--- src/rtl/jogo_pkg.sv ---
`default_nettype none
// ============================================================================
// Module      : jogo_pkg
// Description : Shared definitions for the memory-game control unit: 4-bit
//               state codes (shown on the hex display) and the default
//               ESPERA timeout length.
// Revision    : 1.0 - initial release
// ============================================================================
package jogo_pkg;

  // State codes double as the db_estado display value
  typedef enum logic [3:0] {
    INICIAL     = 4'h0,
    PREPARACAO  = 4'h1,
    ESPERA      = 4'h2,
    REGISTRA    = 4'h3,
    COMPARACAO  = 4'h4,
    PROXIMO     = 4'h5,
    FIM_ACERTOU = 4'hA,
    FIM_TIMEOUT = 4'hC,
    FIM_ERROU   = 4'hE,
    ILLEGAL     = 4'hF
  } estado_t;

  // Cycles a player may spend in ESPERA before the round is lost
  localparam int unsigned c_timeout_cycles = 3000;

endpackage
`default_nettype wire

--- src/rtl/contador_timeout.sv ---
`default_nettype none
// ============================================================================
// Module      : contador_timeout
// Description : Modulo-MODULO up counter with synchronous clear and enable.
//               fim is high while enabled on the last count, i.e. on the
//               MODULO-th consecutive enabled cycle after a clear.
// Revision    : 1.0 - initial release
// ============================================================================
module contador_timeout #(
  parameter int unsigned MODULO = 3000
) (
  input  logic clock,
  input  logic reset,
  input  logic clr,
  input  logic en,
  output logic fim
);

  localparam int unsigned     c_w      = (MODULO > 2) ? $clog2(MODULO) : 1;
  localparam logic [c_w-1:0]  c_ultimo = c_w'(MODULO - 1);

  logic [c_w-1:0] r_conta;

  // Count enabled cycles; clear has priority over enable
  always_ff @(posedge clock or negedge reset) begin
    if (!reset) begin
      r_conta <= '0;
    end else if (clr) begin
      r_conta <= '0;
    end else if (en) begin
      if (r_conta == c_ultimo) begin
        r_conta <= '0;
      end else begin
        r_conta <= r_conta + c_w'(1);
      end
    end
  end

  assign fim = en && (r_conta == c_ultimo);

endmodule
`default_nettype wire

--- src/rtl/unidade_controle_jogada.sv ---
`default_nettype none
// ============================================================================
// Module      : unidade_controle_jogada
// Description : Moore control unit for the memory-game datapath. Clears the
//               datapath on iniciar, waits for each key press (edge of
//               jogada), registers and compares it, advances the address
//               counter on a hit and finishes in win, loss or timeout.
//               Build option TIMEOUT_EN: when defined, ESPERA is bounded by
//               TIMEOUT_CYCLES and FIM_TIMEOUT becomes reachable; otherwise
//               ESPERA waits forever and code 0xC is treated as illegal.
// Revision    : 1.0 - initial release
// ============================================================================
module unidade_controle_jogada
  import jogo_pkg::*;
#(
  parameter int unsigned TIMEOUT_CYCLES = c_timeout_cycles
) (
  input  logic       clock,
  input  logic       reset,
  input  logic       iniciar,
  input  logic       jogada,
  input  logic       igual,
  input  logic       fimC,
  output logic       zeraC,
  output logic       contaC,
  output logic       zeraR,
  output logic       registraR,
  output logic       pronto,
  output logic       acertou,
  output logic       errou,
  output logic [3:0] db_estado
);

  estado_t r_estado;
  estado_t w_proximo;
  logic    r_jogada_q;
  logic    w_press;
  logic    w_timeout;
  logic    w_em_espera;

  // Only a rising edge of jogada counts, so a key already held when ESPERA
  // is entered must be released and pressed again.
  assign w_press     = jogada && !r_jogada_q;
  assign w_em_espera = (r_estado == ESPERA);

`ifdef TIMEOUT_EN
  logic w_fora_espera;
  assign w_fora_espera = !w_em_espera;

  contador_timeout #(
    .MODULO (TIMEOUT_CYCLES)
  ) u_contador_timeout (
    .clock (clock),
    .reset (reset),
    .clr   (w_fora_espera),
    .en    (w_em_espera),
    .fim   (w_timeout)
  );
`else
  assign w_timeout = 1'b0;
`endif

  // Codes that belong to this build; anything else shows as ILLEGAL
  function automatic logic estado_valido(input estado_t e);
    case (e)
      INICIAL, PREPARACAO, ESPERA, REGISTRA, COMPARACAO, PROXIMO,
      FIM_ACERTOU, FIM_ERROU: return 1'b1;
`ifdef TIMEOUT_EN
      FIM_TIMEOUT:            return 1'b1;
`endif
      default:                return 1'b0;
    endcase
  endfunction

  // Next-state selection; unknown codes recover to INICIAL
  always_comb begin
    w_proximo = INICIAL;
    case (r_estado)
      INICIAL: begin
        if (iniciar) w_proximo = PREPARACAO;
        else         w_proximo = INICIAL;
      end
      PREPARACAO: w_proximo = ESPERA;
      ESPERA: begin
        // A press on the same edge as the timeout still counts
        if (w_press)        w_proximo = REGISTRA;
        else if (w_timeout) w_proximo = FIM_TIMEOUT;
        else                w_proximo = ESPERA;
      end
      REGISTRA:   w_proximo = COMPARACAO;
      COMPARACAO: begin
        if (!igual)     w_proximo = FIM_ERROU;
        else if (fimC)  w_proximo = FIM_ACERTOU;
        else            w_proximo = PROXIMO;
      end
      PROXIMO:    w_proximo = ESPERA;
      FIM_ACERTOU: begin
        if (iniciar) w_proximo = PREPARACAO;
        else         w_proximo = FIM_ACERTOU;
      end
      FIM_ERROU: begin
        if (iniciar) w_proximo = PREPARACAO;
        else         w_proximo = FIM_ERROU;
      end
`ifdef TIMEOUT_EN
      FIM_TIMEOUT: begin
        if (iniciar) w_proximo = PREPARACAO;
        else         w_proximo = FIM_TIMEOUT;
      end
`endif
      default:    w_proximo = INICIAL;
    endcase
  end

  // State register with outputs registered as a decode of the next state,
  // so every output is a pure function of the state held this cycle.
  always_ff @(posedge clock or negedge reset) begin
    if (!reset) begin
      r_estado   <= INICIAL;
      r_jogada_q <= 1'b0;
      zeraC      <= 1'b0;
      contaC     <= 1'b0;
      zeraR      <= 1'b0;
      registraR  <= 1'b0;
      pronto     <= 1'b0;
      acertou    <= 1'b0;
      errou      <= 1'b0;
    end else begin
      r_estado   <= w_proximo;
      r_jogada_q <= jogada;
      zeraC      <= (w_proximo == PREPARACAO);
      zeraR      <= (w_proximo == PREPARACAO);
      contaC     <= (w_proximo == PROXIMO);
      registraR  <= (w_proximo == REGISTRA);
      pronto     <= (w_proximo == FIM_ACERTOU) || (w_proximo == FIM_ERROU) ||
                    (w_proximo == FIM_TIMEOUT);
      acertou    <= (w_proximo == FIM_ACERTOU);
      errou      <= (w_proximo == FIM_ERROU) || (w_proximo == FIM_TIMEOUT);
    end
  end

  assign db_estado = estado_valido(r_estado) ? r_estado : ILLEGAL;

endmodule
`default_nettype wire

--- config.mk ---
export PLATFORM = sky130hd
export DESIGN_NAME = unidade_controle_jogada
export DESIGN_NICKNAME = d
export VERILOG_FILES = /design/src/rtl/jogo_pkg.sv /design/src/rtl/contador_timeout.sv /design/src/rtl/unidade_controle_jogada.sv
export SDC_FILE = /design/constraint.sdc
export NUM_CORES = 1
export LEC_CHECK = 0
export ABC_AREA = 0
export CAP_MARGIN = 10
export CORE_MARGIN = 2
export CORE_UTILIZATION = 38
export CTS_CLUSTER_SIZE = 16
export DETAILED_ROUTE_END_ITERATION = 8
export GPL_TIMING_DRIVEN = 0
export PLACE_DENSITY = 0.71
export SYNTH_ARGS = -nofsm -noshare
export SYNTH_HDL_FRONTEND = slang
export SYNTH_SLANG_ARGS = --single-unit
--- constraint.sdc ---
create_clock -name clock -period 1.2 [get_ports clock]
set_input_delay 0.12 -clock clock [delete_from_list [all_inputs] [get_ports clock]]
set_output_delay 0.12 -clock clock [all_outputs]
set_load 0.01 [all_outputs]
==> reports/results.txt, run 1 <==
global-route wire length before repair: 1590 um
VDD IR max: 1.44 mV
sequential power share: 27.0%
CTS root buf: clkbuf_4
Compound-Gate Fraction of Synth Area: 15.8%
max cap viols: 0
post-layout util: 65.4%
largest net degree at the start of global routing: 12
Rel. slew slack: 68.0%
Clock power frac: 11.8%
Post-DP HPWL: 641 um
Simple-Gate Fraction of Synth Area: 28.2%
vias in the first global route: 370
Sink Count: 11
Initial DRC Count: 11
#FFs+latches synth: 11
worst endpoint required time: 1.08 ns
critical path type: reg2out
failing checks: negative setup slack
mux share of post-synthesis cell area: 0%
final wirelength: 1130 um
Setup crit start kind: flip-flop
Worst R2R Path Depth: 4
Synthesized Nets: 50
Rows: 13
DR WL/cell: 12.5 um
Post-Syn Area: 524 um^2
share of layout cells above drive strength 1: 45.3%
Pint: 0.00139 W
power after layout: 0.00213 W
Die ar.: 1690 um^2
CTS tree: built
Final Net Count: 82
Lkg Pwr: 0.459 nW
Yosys warnings: 0
core area: 1300 um^2
Final setup viols: 10
Die Y: 41.1 um
# fillers: 104
CP peak stage delay: 0.44 ns
clock skew: 0.00165 ns
Final Hold Fails: 0
initial core utilization: 40.3%
Pwr per Cell Area: 2500 nW/um^2
placed cell count: 75
routability congestion estimate: 0.774
register area share after synthesis: 52.5%
vias per cell: 4.84
Port Buffers: 16
H-Tree Depth: 1
post-route worst setup slack: -0.120 ns
worst-path cell chain: buf_6 -> or2_4 -> buf_6
initial antenna violation count: 0
Worst-Margin Slew: 0.479 ns
power share of the combinational group: 61.2%
status: finished with violations
Hold Path Class: in2async
syn avg cell area: 11.9 um^2
main combinational cell family by area after synthesis: simple AND/OR/NAND/NOR gates
# diodes: 0
Clock Path Buffers: 2
Tmin final: 1.32 ns
xor/xnor cell area share of the yosys netlist: 0%
Crit Path Max Fanout: 5
commonest non-fill, non-tap cell in the layout: buf_4
I/O pin cnt: 17
Most common cell on crit path: buf_6
RSZ-0062 raised after global routing: yes
Max Freq: 758 MHz
DP Worst Slack: -0.257 ns
final cell count without fillers: 90
Total GRT Usage: 15.2%
Unique masters post-synth: 24
fin crit share: 110%
CP Capture Type: output pin
GR Overflow Total: 0
antenna-violating nets left: 0
arrival time worst endpoint: 1.20 ns
Net Sw Power: 0.000744 W
Slowest-stage cell, CP: dfrtp_2
Vias: 436
Clock Latency Late Sink: 0.27 ns
drc violations: 0
adder-cell share of the synthesized area: 0%
CTS buffer count: 3
Sw Share: 34.9%
most frequent cells in the layout: 9 x buf_4, 8 x dfrtp_1, 7 x buf_6, 7 x dlygate4sd2_1, 5 x clkdlybuf4s50_1
hold_ws: 0.177 ns
die width: 41.1 um
P&R area growth vs syn: 62.3%
Syn Inst Count: 44
First-pass DRT Iterations: 4
Slew Limit Fails: 0
Reg clk slew, reported paths: 0.07 ns
-- power by group through the flow --
stage	Combinational, W	Clock, W	Sequential (W)
floorplan	0.000535	0	0.000602
global placement	0.000933	0	0.000594
detailed placement	0.000930	0	0.000595
CTS	0.00111	0.000254	0.000560
global route	0.00140	0.000273	0.000588
finish	0.00130	0.000252	0.000575
-- metrics by stage --
stage / TNS (ns) / area [um^2]
final: -0.649 / 851
after global placement: -0.871 / 703
after CTS: -0.566 / 783
after detailed placement: -0.887 / 703
after floorplan: 0 / 524
after global routing: -1.22 / 851
-- sequential cells by signal, summed over array words and instances, names as in the netlist --
name	flops
contaC	1
r_jogada_q	1
r_estado	4
errou	1
registraR	1
zeraR	1
acertou	1
pronto	1
-- what timing repair did --
action / 4_1_cts / 5_1_grt
setup buffers: 7 / 5
gates resized for setup: 31 / 8
setup endpoints to repair: 13 / 13
pin swaps: 3 / 8
hold buffers: 0 / 0
-- Yosys cell counts --
cell	n	area share (%)
nor4b_2	1	2.9
and4bb_1	1	2.4
a21o_2	2	3.3
and2_1	1	1.2
o22ai_1	1	1.2
buf_4	2	2.9
a32oi_1	1	1.7
a211o_1	1	1.7
a21boi_1	1	1.4
o21ai_2	1	1.7
nor3_1	1	0.95
o21a_1	1	1.4
nand2b_1	4	4.8
or2_4	1	1.7
a21o_1	1	1.4
nand2_1	5	3.6
nor2_2	1	1.2
inv_1	1	0.72
a21oi_1	2	1.9
nor2_1	1	0.72
nand2b_4	1	2.6
and2b_1	1	1.4
nor4bb_4	1	4.8
dfrtp_1	11	53
-- worst paths after layout --
check                                 startpoint               endpoint  slack (ns)
setup / recovery           r_estado[3]$_DFF_PN0_           db_estado[1]       -0.12
hold / removal                             reset       contaC$_DFF_PN0_        0.18
setup reg to reg           r_estado[1]$_DFF_PN0_      acertou$_DFF_PN0_       -0.08
hold reg to reg             r_jogada_q$_DFF_PN0_    registraR$_DFF_PN0_        0.46
max in group asynchronous                  reset  r_estado[3]$_DFF_PN0_        0.67
min in group clock                        jogada   r_jogada_q$_DFF_PN0_        0.31
-- area by class of cell --
type | count | area [um^2] | area share, %
Timing Repair Buffer | 28 | 255 | 30.0
Multi-Input combinational cell | 30 | 260 | 30.6
Clock buffer | 4 | 26.3 | 3.09
Sequential cell | 11 | 279 | 32.8
Inverter | 1 | 3.75 | 0.441
Tap cell | 15 | 18.8 | 2.21
Buffer | 1 | 7.51 | 0.882
-- cell families after synthesis --
family          count (synthesis)
compound gates                 11
simple gates                   19
flops                          11
buf+inv                         3
-- critical path, delay by kind of cell (launching register included) --
kind,cells,cell delay (ns)
flip-flops,1,0.44
buffers and inverters,2,0.26
AND/OR/NAND/NOR,1,0.23
-- per-layer routing --
layer | GRT usage, % | part of all wire (%) | vias to the layer above
met5 | 0 | 0 | -
met4 | 13.7 | 1.2 | 0
met3 | 3.80 | 5.7 | 2
met2 | 21.5 | 49 | 18
met1 | 18.5 | 44 | 199
li1 | - | - | 217
Note: power is estimated with default switching activity, not from simulation.
==> run 2, diff against run 1 <==
--- a/config.mk
+++ b/config.mk
@@ -11,7 +11,6 @@
 export CORE_UTILIZATION = 38
 export CTS_CLUSTER_SIZE = 16
 export DETAILED_ROUTE_END_ITERATION = 8
-export GPL_TIMING_DRIVEN = 0
 export PLACE_DENSITY = 0.71
 export SYNTH_ARGS = -nofsm -noshare
 export SYNTH_HDL_FRONTEND = slang
==> run 2 against run 1 <==
Effect of this change:
- the flow still finishes with violations (negative setup slack)
- combinational power grew 3%
- cell count grew 1.1%
- via count grew 2.8%
- clock skew grew 0.00055 ns
- critical path depth grew 2
- first-iteration DRC count shrank 100%
- routed wire length shrank 5.6%
- sequential power shrank 5.9%
- clock power shrank 2%
- sequential cell count is the same
- power shrank 0.25%
- sequential share of layout area shrank 0.44 points
- critical path type is now reg2reg
- largest power group unchanged
==> reports/results.txt, run 2 (synthesis gave the netlist of run 1 again) <==
drc violations: 0
GR Overflow Total: 0
status: finished with violations
Setup crit start kind: flip-flop
Clock Path Buffers: 2
commonest non-fill, non-tap cell in the layout: dfrtp_1
fin crit share: 112%
H-Tree Depth: 1
Hold Path Class: in2async
Max Freq: 743 MHz
global-route wire length before repair: 1790 um
Sw Share: 34.8%
worst endpoint required time: 1.35 ns
vias per cell: 4.92
critical path type: reg2reg
area post-placement: 778 um^2
max cap viols: 0
Die Y: 41.1 um
CTS root buf: clkbuf_4
CTS buffer count: 3
Port Buffers: 16
largest net degree at the start of global routing: 12
CP Capture Type: flip-flop
final wirelength: 1060 um
I/O pin cnt: 17
Clock Latency Late Sink: 0.26 ns
Die ar.: 1690 um^2
Clock power frac: 11.6%
Lkg Pwr: 0.467 nW
Top reg by flops: r_estado
initial core utilization: 40.3%
post-route worst setup slack: -0.146 ns
Final Hold Fails: 0
initial antenna violation count: 0
Total GRT Usage: 17.3%
CTS tree: built
power after layout: 0.00213 W
Pint: 0.00139 W
Final setup viols: 10
share of layout cells above drive strength 1: 43.4%
power share of the combinational group: 62.9%
setup TNS: -0.881 ns
arrival time worst endpoint: 1.50 ns
Pwr per Cell Area: 2500 nW/um^2
Tmin final: 1.35 ns
final std cell area, no fill: 851 um^2
max FFs per register: 4
most frequent cells in the layout: 11 x dfrtp_1, 10 x buf_4, 7 x dlygate4sd2_1
Buf/Inv on CP: 2
Final Net Count: 83
worst-path cell chain: buf_6 -> buf_6 -> nor4b_4 -> a32oi_1 -> a21boi_2
vias in the first global route: 423
VDD IR max: 1.37 mV
Sink Count: 11
final cell count without fillers: 91
Rows: 13
Most common cell on crit path: buf_6
CP delay by family, top: flip-flops
CP peak stage delay: 0.42 ns
core area: 1300 um^2
clock skew: 0.00220 ns
# fillers: 117
RSZ-0062 raised after global routing: yes
Worst-Margin Slew: 0.498 ns
DP Worst Slack: -0.169 ns
antenna-violating nets left: 0
Slew Limit Fails: 0
P&R area growth vs syn: 62.3%
die width: 41.1 um
Initial DRC Count: 0
Net Sw Power: 0.000739 W
routability congestion estimate: 0.795
sequential power share: 25.5%
Post-DP HPWL: 782 um
DR WL/cell: 11.7 um
Vias: 448
# diodes: 0
Rel. slew slack: 66.7%
First-pass DRT Iterations: 1
failing checks: negative setup slack
Reg clk slew, reported paths: 0.07 ns
placed cell count: 85
Crit Path Max Fanout: 4
Slowest-stage cell, CP: dfrtp_1
run 2: cell types whose count changed in the layout (fill, tap and decap cells not counted), sizes merged:
| cell | change |
|---|---|
| buf | +1 |
run 2: area by class of cell:
type	count	area [um^2]	share of cell area, %
Inverter	1	3.75	0.441
Multi-Input combinational cell	30	263	30.9
Sequential cell	11	275	32.4
Timing Repair Buffer	30	264	31.0
Tap cell	15	18.8	2.21
Clock buffer	4	26.3	3.09
run 2: stage by stage:
step / hold slack (ns) / util (%)
after detailed placement: 0.455 / 59.8
final: 0.187 / 65.4
after global placement: 0.448 / 59.8
after global routing: 0.223 / 65.4
after CTS: 0.202 / 64.2
after floorplan: -0.176 / -
run 2: worst paths after layout:
path,start,cells past startpoint,end,slack (ns)
max,r_estado[1]$_DFF_PN0_,5,acertou$_DFF_PN0_,-0.15
min,reset,1,r_estado[1]$_DFF_PN0_,0.19
max reg2reg,r_estado[1]$_DFF_PN0_,5,acertou$_DFF_PN0_,-0.15
min reg2reg,r_jogada_q$_DFF_PN0_,1,registraR$_DFF_PN0_,0.46
max in group asynchronous,reset,1,acertou$_DFF_PN0_,0.68
min in group clock,jogada,1,r_jogada_q$_DFF_PN0_,0.32
run 2: repair_timing:
item,in CTS,in global routing
pin swaps,5,4
hold buffers,0,0
gates resized for setup,32,3
setup buffers,2,0
gates cloned,0,0
endpoints found under the setup margin,17,13
run 2: worst register-to-register path: stages (launching register included):
cell	delay, ns
dfrtp_1	0.42
buf_6	0.14
buf_6	0.11
nor4b_4	0.28
a32oi_1	0.12
a21boi_2	0.17
run 2: layer usage:
| layer | track usage (%) | up-vias | wire length [um] |
|---|---|---|---|
| li1 | - | 219 | - |
| met2 | 27.3 | 14 | 539 |
| met4 | 12.1 | 0 | 12 |
| met3 | 5.43 | 2 | 46 |
| met5 | 0 | - | 0 |
| met1 | 19.4 | 213 | 464 |
run 2: power by group through the flow:
stage / registers (W) / logic (W) / clock network (W)
after floorplan: 0.000602 / 0.000535 / 0
after global placement: 0.000547 / 0.00119 / 0
after detailed placement: 0.000548 / 0.00120 / 0
after CTS: 0.000542 / 0.00128 / 0.000258
after global routing: 0.000558 / 0.00143 / 0.000279
final: 0.000541 / 0.00134 / 0.000246
==> run 3, diff against run 2 <==
--- a/config.mk
+++ b/config.mk
@@ -5,7 +5,7 @@
 export SDC_FILE = /design/constraint.sdc
 export NUM_CORES = 1
 export LEC_CHECK = 0
-export ABC_AREA = 0
+export ABC_AREA = 1
 export CAP_MARGIN = 10
 export CORE_MARGIN = 2
 export CORE_UTILIZATION = 38
==> run 3 against run 2 <==
Effect of this change:
- the run still ends with negative setup slack left
- sequential power is essentially flat
- clock-buffer cell count shrank 1
- synthesized cell count up 34%
- power is 10% lower
- utilization down 1.8 points
- worst setup slack worse by 0.0034 ns
- register-to-register slack improved by 0.21 ns
- critical path type is now reg2out
- critical endpoint is now db_estado[0]
==> reports/results.txt, run 3 <==
status: finished with violations
failing checks: negative setup slack
Buf/Inv on CP: 2
I/O pin cnt: 17
power after layout: 0.00191 W
register area share after synthesis: 54.5%
Initial DRC Count: 3
Sw Share: 40.1%
CP Capture Type: output pin
initial core utilization: 39.8%
H-Tree Depth: 1
Pint: 0.00114 W
vias per cell: 4.47
syn avg cell area: 8.57 um^2
Clock Path Buffers: 2
Die Y: 40.5 um
First-pass DRT Iterations: 2
Sink Count: 11
Hold Path Class: in2async
VDD IR max: 1.32 mV
die width: 40.5 um
largest net degree at the start of global routing: 12
initial antenna violation count: 0
Synthesized Nets: 65
Clock Latency Late Sink: 0.28 ns
Post-synth top cells: 14 x nand2_1, 11 x dfrtp_1, 11 x inv_1
clock skew: 0.00354 ns
DR WL/cell: 11.0 um
Crit Path Max Fanout: 3
Net Sw Power: 0.000767 W
Yosys warnings: 0
ranking of synthesized cells by area: dfrtp_1 54%, nand2_1 10%, inv_1 8.2%
Top reg by flops: r_estado
CTS tree: built
most used flip-flop cell after synthesis: dfrtp_1
core area: 1270 um^2
CP delay by family, top: flip-flops
max cap viols: 0
Clock power frac: 13.2%
Die ar.: 1640 um^2
fin crit share: 112%
Simple-Gate Fraction of Synth Area: 33.4%
Final setup viols: 2
critical path type: reg2out
max FFs per register: 4
Rel. slew slack: 90.2%
CTS root buf: clkbuf_4
routability congestion estimate: 0.878
top-count cell post-synth: nand2_1
post-route worst setup slack: -0.149 ns
async set or reset register ratio after synthesis: 100%
vias in the first global route: 468
mux share of post-synthesis cell area: 0%
Slew Limit Fails: 0
Port Buffers: 16
Rows: 13
Post-DP HPWL: 853 um
Setup crit start kind: flip-flop
GR Overflow Total: 0
Yosys top cell by area: dfrtp_1
Unique masters post-synth: 14
sequential power share: 28.4%
global-route wire length before repair: 1770 um
# fillers: 118
Total GRT Usage: 17.5%
arrival time worst endpoint: 1.23 ns
power share of the combinational group: 58.4%
# diodes: 0
drc violations: 0
Lkg Pwr: 0.496 nW
Compound-Gate Fraction of Synth Area: 0.990%
worst-path cell chain: inv_2 -> nor2_4 -> o21ai_2 -> or2_1 -> buf_2
Pwr per Cell Area: 2370 nW/um^2
Reg clk slew, reported paths: 0.07 ns
Vias: 474
DP Worst Slack: -0.229 ns
final wirelength: 1160 um
#FFs+latches synth: 11
worst endpoint required time: 1.08 ns
Slowest-stage cell, CP: dfrtp_1
Worst-Margin Slew: 0.148 ns
most frequent cells in the layout: 13 x nand2_1, 13 x buf_4, 11 x dfrtp_1
Reg area: 275 um^2
RSZ-0062 raised after global routing: yes
antenna-violating nets left: 0
Max Freq: 741 MHz
cts hold-fix bufs: 0
Final Hold Fails: 0
CTS buffer count: 3
CP peak stage delay: 0.41 ns
Final Net Count: 98
adder-cell share of the synthesized area: 0%
Post-Syn Area: 505 um^2
P&R area growth vs syn: 59.7%
share of layout cells above drive strength 1: 41.8%
Syn Inst Count: 59
Yosys top cell area share: 54.5%
xor/xnor cell area share of the yosys netlist: 0%
Tmin final: 1.35 ns
main combinational cell family by area after synthesis: simple AND/OR/NAND/NOR gates
Post-synth EDFFs: 0
area of the multi-input gates: 208 um^2
## run 3: cell types whose count changed after synthesis, sizes merged, moves of 2 or more
cell,change
nand2,+10
nand2b,-5
nor2,+4
inv,+12
a21oi,-2
a21o,-3
nand3,+10
## run 3: what timing repair did
item / 4_1_cts / 5_1_grt
setup buffers: 2 / 1
pin swaps: 1 / 0
resized for setup: 25 / 8
endpoints found under the setup margin: 12 / 7
## run 3: cell type report
type | instances | area share, %
clock buffers | 3 | 2.79
repair buffers | 29 | 28.4
clock inverters | 1 | 0.620
inverters | 13 | 6.05
multi-input cells | 34 | 25.7
flip-flops and latches | 11 | 34.1
well taps | 15 | 2.33
## run 3: worst register-to-register path: cells and delay by family, from the launching register on
family,cells,cell delay (ns)
AND/OR/NAND/NOR,3,0.29
flip-flops,1,0.39
buffers and inverters,3,0.40
## run 3: cell families after synthesis
group / Yosys count
compound gates: 1
flops: 11
buf+inv: 14
simple gates: 33
## run 3: power groups by stage
stage	Sequential (W)	Clock [W]	Combinational [W]
global placement	0.000546	0	0.00105
finish	0.000542	0.000253	0.00112
CTS	0.000537	0.000266	0.00101
floorplan	0.000583	0	0.000449
detailed placement	0.000548	0	0.00107
global route	0.000551	0.000280	0.00123
## run 3: path summary, 6_finish.rpt
kind | start | to | slack [ns] | depth (start not counted)
max in group asynchronous | reset | zeraR$_DFF_PN0_ | 0.93 | 2
min in group clock | jogada | r_jogada_q$_DFF_PN0_ | 0.33 | 1
hold reg to reg | r_jogada_q$_DFF_PN0_ | registraR$_DFF_PN0_ | 0.53 | 3
hold / removal | reset | r_estado[0]$_DFF_PN0_ | 0.12 | 2
setup reg to reg | r_estado[2]$_DFF_PN0_ | r_estado[0]$_DFF_PN0_ | 0.06 | 6
setup / recovery | r_estado[1]$_DFF_PN0_ | db_estado[0] | -0.15 | 5
## run 3: stage by stage
| step | util, % | area [um^2] | std cells | TNS, ns | hold WS, ns |
|---|---|---|---|---|---|
| finish | 63.6 | 807 | 106 | -0.220 | 0.125 |
| global route | 63.6 | 807 | 106 | -0.514 | 0.132 |
| CTS | 60.7 | 771 | 105 | -0.280 | 0.120 |
| detailed placement | 59.3 | 752 | 99 | -0.587 | 0.426 |
| global placement | 59.3 | 752 | 99 | -0.545 | 0.431 |
| floorplan | - | 505 | 59 | 0 | -0.176 |
## run 3: per-layer routing
layer	GRT usage (%)	routed length, um
met5	0	0
met4	7.50	19
met3	9.44	75
met2	31.0	608
met1	16.3	461
